$ cat config.mk
export PLATFORM = sky130hd
export DESIGN_NAME = sss_seq_gen
export DESIGN_NICKNAME = d
export VERILOG_FILES = /design/src/rtl/sss_seq_gen.sv
export SDC_FILE = /design/constraint.sdc
export NUM_CORES = 1
export LEC_CHECK = 0
export CORE_MARGIN = 2
export CORE_UTILIZATION = 57
export DETAILED_ROUTE_END_ITERATION = 8
export GPL_ROUTABILITY_DRIVEN = 0
export PLACE_DENSITY = 0.89
export SLEW_MARGIN = 20
export SYNTH_ARGS = -nofsm -noshare
export SYNTH_HDL_FRONTEND = slang
export SYNTH_SLANG_ARGS = --single-unit
$ cat constraint.sdc
create_clock -name clk -period 18.6 [get_ports clk]
set_input_delay 3.72 -clock clk [delete_from_list [all_inputs] [get_ports clk]]
set_output_delay 3.72 -clock clk [all_outputs]
set_load 0.02 [all_outputs]
$ cat src/rtl/sss_seq_gen.sv
// LTE secondary synchronisation signal generator: latches a cell identity on start,
// derives m0/m1 and streams d(0..61) PAR elements per beat over valid/ready.
module sss_seq_gen #(
  parameter int PAR = 1
) (
  input  logic           clk,
  input  logic           rst_n,
  input  logic           start,
  input  logic [7:0]     n_id_1,
  input  logic [1:0]     n_id_2,
  input  logic           subframe,
  input  logic           abort,
  output logic           out_valid,
  input  logic           out_ready,
  output logic [PAR-1:0] out_data,
  output logic [5:0]     out_idx,
  output logic           out_last,
  output logic           busy,
  output logic           done,
  output logic           err
);

  typedef enum logic [1:0] {IDLE, CALC, STREAM} state_t;

  localparam logic [5:0] STEP     = 6'(PAR);
  localparam logic [5:0] LAST_IDX = 6'(62 - PAR);

  // Bit k of taps selects x(i+k) in the recurrence for x(i+5); seed is x(4)=1.
  function automatic logic [30:0] gen_mseq(input logic [4:0] taps);
    logic [30:0] x;
    x = 31'h10;
    for (int i = 0; i < 26; i++) begin
      x[i+5] = ^(x[i +: 5] & taps);
    end
    return x;
  endfunction

  localparam logic [30:0] X_S = gen_mseq(5'b00101);
  localparam logic [30:0] X_C = gen_mseq(5'b01001);
  localparam logic [30:0] X_Z = gen_mseq(5'b10111);

  function automatic logic [4:0] inc31(input logic [4:0] p);
    return (p == 5'd30) ? 5'd0 : p + 5'd1;
  endfunction

  state_t         state_q, state_d;
  logic [7:0]     n1_q, n1_d;
  logic [1:0]     n2_q, n2_d;
  logic           sf_q, sf_d;
  logic [4:0]     ps0_q, ps0_d, ps1_q, ps1_d;
  logic [4:0]     pc0_q, pc0_d, pc1_q, pc1_d;
  logic [4:0]     pz0_q, pz0_d, pz1_q, pz1_d;
  logic [5:0]     elem_q, elem_d;
  logic           out_valid_q, out_valid_d;
  logic [PAR-1:0] out_data_q, out_data_d;
  logic [5:0]     out_idx_q, out_idx_d;
  logic           out_last_q, out_last_d;
  logic           done_q, done_d;
  logic           err_q, err_d;

  logic [8:0]     calc_qp, calc_q, calc_mp, calc_r, calc_t;
  logic [4:0]     calc_m0, calc_m1;
  logic           s0_b, s1_b, c0_b, c1_b, z0_b, z1_b;
  logic           even_bit, odd_bit;
  logic [PAR-1:0] beat_data;
  logic           adv_ptr;
  logic           handshake;

  // m0/m1 from the latched N_ID_1; only consumed in CALC.
  always_comb begin
    calc_qp = {1'b0, n1_q} / 9'd30;
    calc_q  = ({1'b0, n1_q} + ((calc_qp * (calc_qp + 9'd1)) >> 1)) / 9'd30;
    calc_mp = {1'b0, n1_q} + ((calc_q * (calc_q + 9'd1)) >> 1);
    calc_r  = calc_mp % 9'd31;
    calc_t  = (calc_r + (calc_mp / 9'd31) + 9'd1) % 9'd31;
    calc_m0 = calc_r[4:0];
    calc_m1 = calc_t[4:0];
  end

  always_comb begin
    s0_b     = X_S[ps0_q];
    s1_b     = X_S[ps1_q];
    c0_b     = X_C[pc0_q];
    c1_b     = X_C[pc1_q];
    z0_b     = X_Z[pz0_q];
    z1_b     = X_Z[pz1_q];
    even_bit = (sf_q ? s1_b : s0_b) ^ c0_b;
    odd_bit  = (sf_q ? s0_b : s1_b) ^ c1_b ^ (sf_q ? z1_b : z0_b);
  end

  // With PAR=1 the pointers step only after the odd element of each pair.
  if (PAR != 1 && PAR != 2) begin : g_bad_par
    $error("sss_seq_gen: PAR must be 1 or 2");
  end else if (PAR == 2) begin : g_par2
    assign beat_data = {odd_bit, even_bit};
    assign adv_ptr   = 1'b1;
  end else begin : g_par1
    assign beat_data = elem_q[0] ? odd_bit : even_bit;
    assign adv_ptr   = elem_q[0];
  end

  assign handshake = out_valid_q && out_ready;

  always_comb begin
    state_d     = state_q;
    n1_d        = n1_q;
    n2_d        = n2_q;
    sf_d        = sf_q;
    ps0_d       = ps0_q;
    ps1_d       = ps1_q;
    pc0_d       = pc0_q;
    pc1_d       = pc1_q;
    pz0_d       = pz0_q;
    pz1_d       = pz1_q;
    elem_d      = elem_q;
    out_valid_d = out_valid_q;
    out_data_d  = out_data_q;
    out_idx_d   = out_idx_q;
    out_last_d  = out_last_q;
    done_d      = 1'b0;
    err_d       = 1'b0;

    if (abort) begin
      state_d     = IDLE;
      out_valid_d = 1'b0;
      out_last_d  = 1'b0;
    end else begin
      case (state_q)
        IDLE: begin
          if (start) begin
            if (n_id_1 <= 8'd167 && n_id_2 != 2'd3) begin
              n1_d    = n_id_1;
              n2_d    = n_id_2;
              sf_d    = subframe;
              state_d = CALC;
            end else begin
              err_d = 1'b1;
            end
          end
        end
        CALC: begin
          ps0_d   = calc_m0;
          ps1_d   = calc_m1;
          pc0_d   = {3'b000, n2_q};
          pc1_d   = {3'b000, n2_q} + 5'd3;
          pz0_d   = {2'b00, calc_m0[2:0]};
          pz1_d   = {2'b00, calc_m1[2:0]};
          elem_d  = 6'd0;
          state_d = STREAM;
        end
        STREAM: begin
          if (handshake && out_last_q) begin
            out_valid_d = 1'b0;
            out_last_d  = 1'b0;
            done_d      = 1'b1;
            state_d     = IDLE;
          end else if (!out_valid_q || handshake) begin
            out_valid_d = 1'b1;
            out_data_d  = beat_data;
            out_idx_d   = elem_q;
            out_last_d  = (elem_q == LAST_IDX);
            elem_d      = elem_q + STEP;
            if (adv_ptr) begin
              ps0_d = inc31(ps0_q);
              ps1_d = inc31(ps1_q);
              pc0_d = inc31(pc0_q);
              pc1_d = inc31(pc1_q);
              pz0_d = inc31(pz0_q);
              pz1_d = inc31(pz1_q);
            end
          end
        end
        default: state_d = IDLE;
      endcase
    end
  end

  always_ff @(posedge clk or negedge rst_n) begin
    if (!rst_n) begin
      state_q     <= IDLE;
      n1_q        <= '0;
      n2_q        <= '0;
      sf_q        <= 1'b0;
      ps0_q       <= '0;
      ps1_q       <= '0;
      pc0_q       <= '0;
      pc1_q       <= '0;
      pz0_q       <= '0;
      pz1_q       <= '0;
      elem_q      <= '0;
      out_valid_q <= 1'b0;
      out_data_q  <= '0;
      out_idx_q   <= '0;
      out_last_q  <= 1'b0;
      done_q      <= 1'b0;
      err_q       <= 1'b0;
    end else begin
      state_q     <= state_d;
      n1_q        <= n1_d;
      n2_q        <= n2_d;
      sf_q        <= sf_d;
      ps0_q       <= ps0_d;
      ps1_q       <= ps1_d;
      pc0_q       <= pc0_d;
      pc1_q       <= pc1_d;
      pz0_q       <= pz0_d;
      pz1_q       <= pz1_d;
      elem_q      <= elem_d;
      out_valid_q <= out_valid_d;
      out_data_q  <= out_data_d;
      out_idx_q   <= out_idx_d;
      out_last_q  <= out_last_d;
      done_q      <= done_d;
      err_q       <= err_d;
    end
  end

  assign out_valid = out_valid_q;
  assign out_data  = out_data_q;
  assign out_idx   = out_idx_q;
  assign out_last  = out_last_q;
  assign busy      = (state_q != IDLE);
  assign done      = done_q;
  assign err       = err_q;

endmodule

==> out/qor.yml <==
floorplan:
  coreArea_um2: 13830
  fp.dieArea_um2: 15040
  rows: 43
  initial_core_util_pct: 58.00
  die_w_um: 122.6
  fp.dieH_um: 122.6
  top_level_ports: 28
synth:
  synth_cells: 992
  ys_types: 96
  synth_ff_type: "dfrtp_1"
  netlist.area_leader.share_pct: 18.72
  synth_area_um2: 8020
  async_reset_ff_share_pct: 100.0
  yosysSeqAreaShare_pct: 18.72
  synth_edf_count: 0
  syn_avg_cell_area_um2: 8.085
  yosysTopAreaCell: "dfrtp_1"
  yosysMostFrequentCell: "inv_1"
  synth_area_leaders: "dfrtp_1 (19%), ha_1 (15%), fa_1 (5.5%)"
  ys_seq_elements: 60
  netlist_top_cells_count: "inv_1 (101), nand2_1 (100), ha_1 (93), nor2_1 (78), o21ai_0 (77)"
  synth-warning-count: 0
sta:
  hold_viol: 0
  finalSetupViolCount: 0
  worst_hold_slack_ns: 0.5038
  period_share_pct: 96.59
  period_needed_ns: 17.96
  slew-limit-headroom_pct: 48.69
  tightest_slew_ns: 0.7697
  slew_viol_final: 0
  fin_ws_ns: 0.6351
  max_freq_ghz: 0.05566
  clock_skew_ns: 0.005440
layout:
  final_core_util_pct: 66.49
  finalNetCount: 1167
  seqCellArea_um2: 1505
  drive_gt1_share_pct: 15.21
  diodes: 0
  fillers: 1033
  multi_input_area_um2: 6211
  synthToLayoutAreaGrowth_pct: 14.63
placed_design:
  port_buffers: 27
  dpl.hpwl_um: 14270
  place_worst_setup_slack_ns: -0.3417
global_route:
  grt_pass1_vias: 7074
  grt-ovfl-total: 0
  grt_pass1_wl_um: 32630
  grt_max_degree: 61
  track_usage_pct: 26.59
  antenna_found_initial: 0
detailed_routing:
  wl_um: 20110
  ant_nets: 0
  drcViolationCount: 0
  wl_per_cell_um: 16.49
  via_per_inst: 6.208
  drtIter0Drc: 666
  vias: 7568
  dr.pass1.iters: 5
worst_setup_path:
  path_buf_inv: 11
  slowest_delay_ns: 0.55
  end_kind: "flip-flop"
  crit_required_ns: 18.81
  worstSetupStartpointType: "flip-flop"
  crit_start: "n1_q[7]"
  cpMostUsedCell: "ha_1"
  cp_slowest_cell: "fa_1"
  worst-setup-path-type: "flip-flop to flip-flop"
  r2r_start: "n1_q[7]"
  crit_fanout: 11
  worstPathArrival_ns: 18.18
  cp_top_family: "adder cells"
outcome:
  outcome: "completed"
clock_network:
  clk_pin_slew_worst_paths_ns: 0.05
  h-tree-depth: 3
  clockBufferDepth: 2
  clock-root-buffer: "clkbuf_16"
  cts.sinks: 60
  cts_tree: "yes"
  hold_buffers: 0
  cts_buffers: 9
  insertion_delay_ns: 0.33
hold_path:
  hp-start: "out_idx[2]"
  hold_path.class: "flip-flop to flip-flop"
run:
  max_cap_viol_count: 0
## final timing paths
path	cells past startpoint	to	slack, ns
max	82	ps1_q[1]	0.64
min	1	out_idx[2]	0.50
max reg2reg	82	ps1_q[1]	0.64
min reg2reg	1	out_idx[2]	0.50
max in group asynchronous	2	n1_q[6]	14.50
min in group asynchronous	2	state_q[1]	3.54
## layer usage
metal  global-route usage (%)  vias to the layer above  share of wire (%)
li1                         -                     3618                  -
met1                    33.83                     3627                 42
met5                        0                        -                  0
met2                    45.69                      256                 50
met4                    10.27                        0                3.3
met3                    3.717                       67                4.7
## registers in the layout (all words and copies together) (netlist names)
register   count
pz0_q          5
err            1
out_idx        6
pc0_q          5
ps0_q          5
state_q        2
out_data       1
elem_q         6
n1_q           8
pc1_q          5
ps1_q          5
sf_q           1
done           1
out_valid      1
out_last       1
pz1_q          5
n2_q           2
## per-stage QoR
step	setup TNS, ns	std cells	area [µm²]
after floorplan	0	995	8031
after global placement	0	1193	8543
after detailed placement	-1.917	1193	8543
after CTS	0	1208	8901
after global routing	-1.905	1219	9194
final	0	1219	9194
## layout by cell type (no fill, tap or decap), types with 21 or more instances in the layout
master / n
a21oi_1: 55
nand2_1: 99
inv_1: 100
dfrtp_1: 57
clkdlybuf4s50_1: 26
nor2_1: 75
buf_4: 37
o21ai_0: 74
fa_1: 21
xnor2_1: 23
ha_1: 87
nand3_1: 39
## final cells by class
class                      count  area share, %
sequential                    60          16.37
timing repair buffer          65          6.124
tap                          180          2.450
multi-input combinational    798          67.56
inverter                     102          4.164
clock buffer                  12          2.681
clock inverter                 2         0.6532
## kinds of logic after synthesis
group | share of synthesized area, %
adder cells (fa/ha/maj) | 20.12
flip-flops | 18.72
multiplexers | 3.229
AO/OA/AOI/OAI | 25.32
buffers and inverters | 7.020
XOR/XNOR | 5.413
AND/OR/NAND/NOR | 20.08
other | 0.09364
## what timing repair did
action	CTS	global route
setup buffers	1	11
endpoints found under the setup margin	8	8
pin swaps	0	4
resized for setup	11	43
endpoints found under the hold margin	0	0
Power is left out: the tool's default activity adds up to more than one toggle a clock period on the data nets, which glitch-free logic cannot reach.
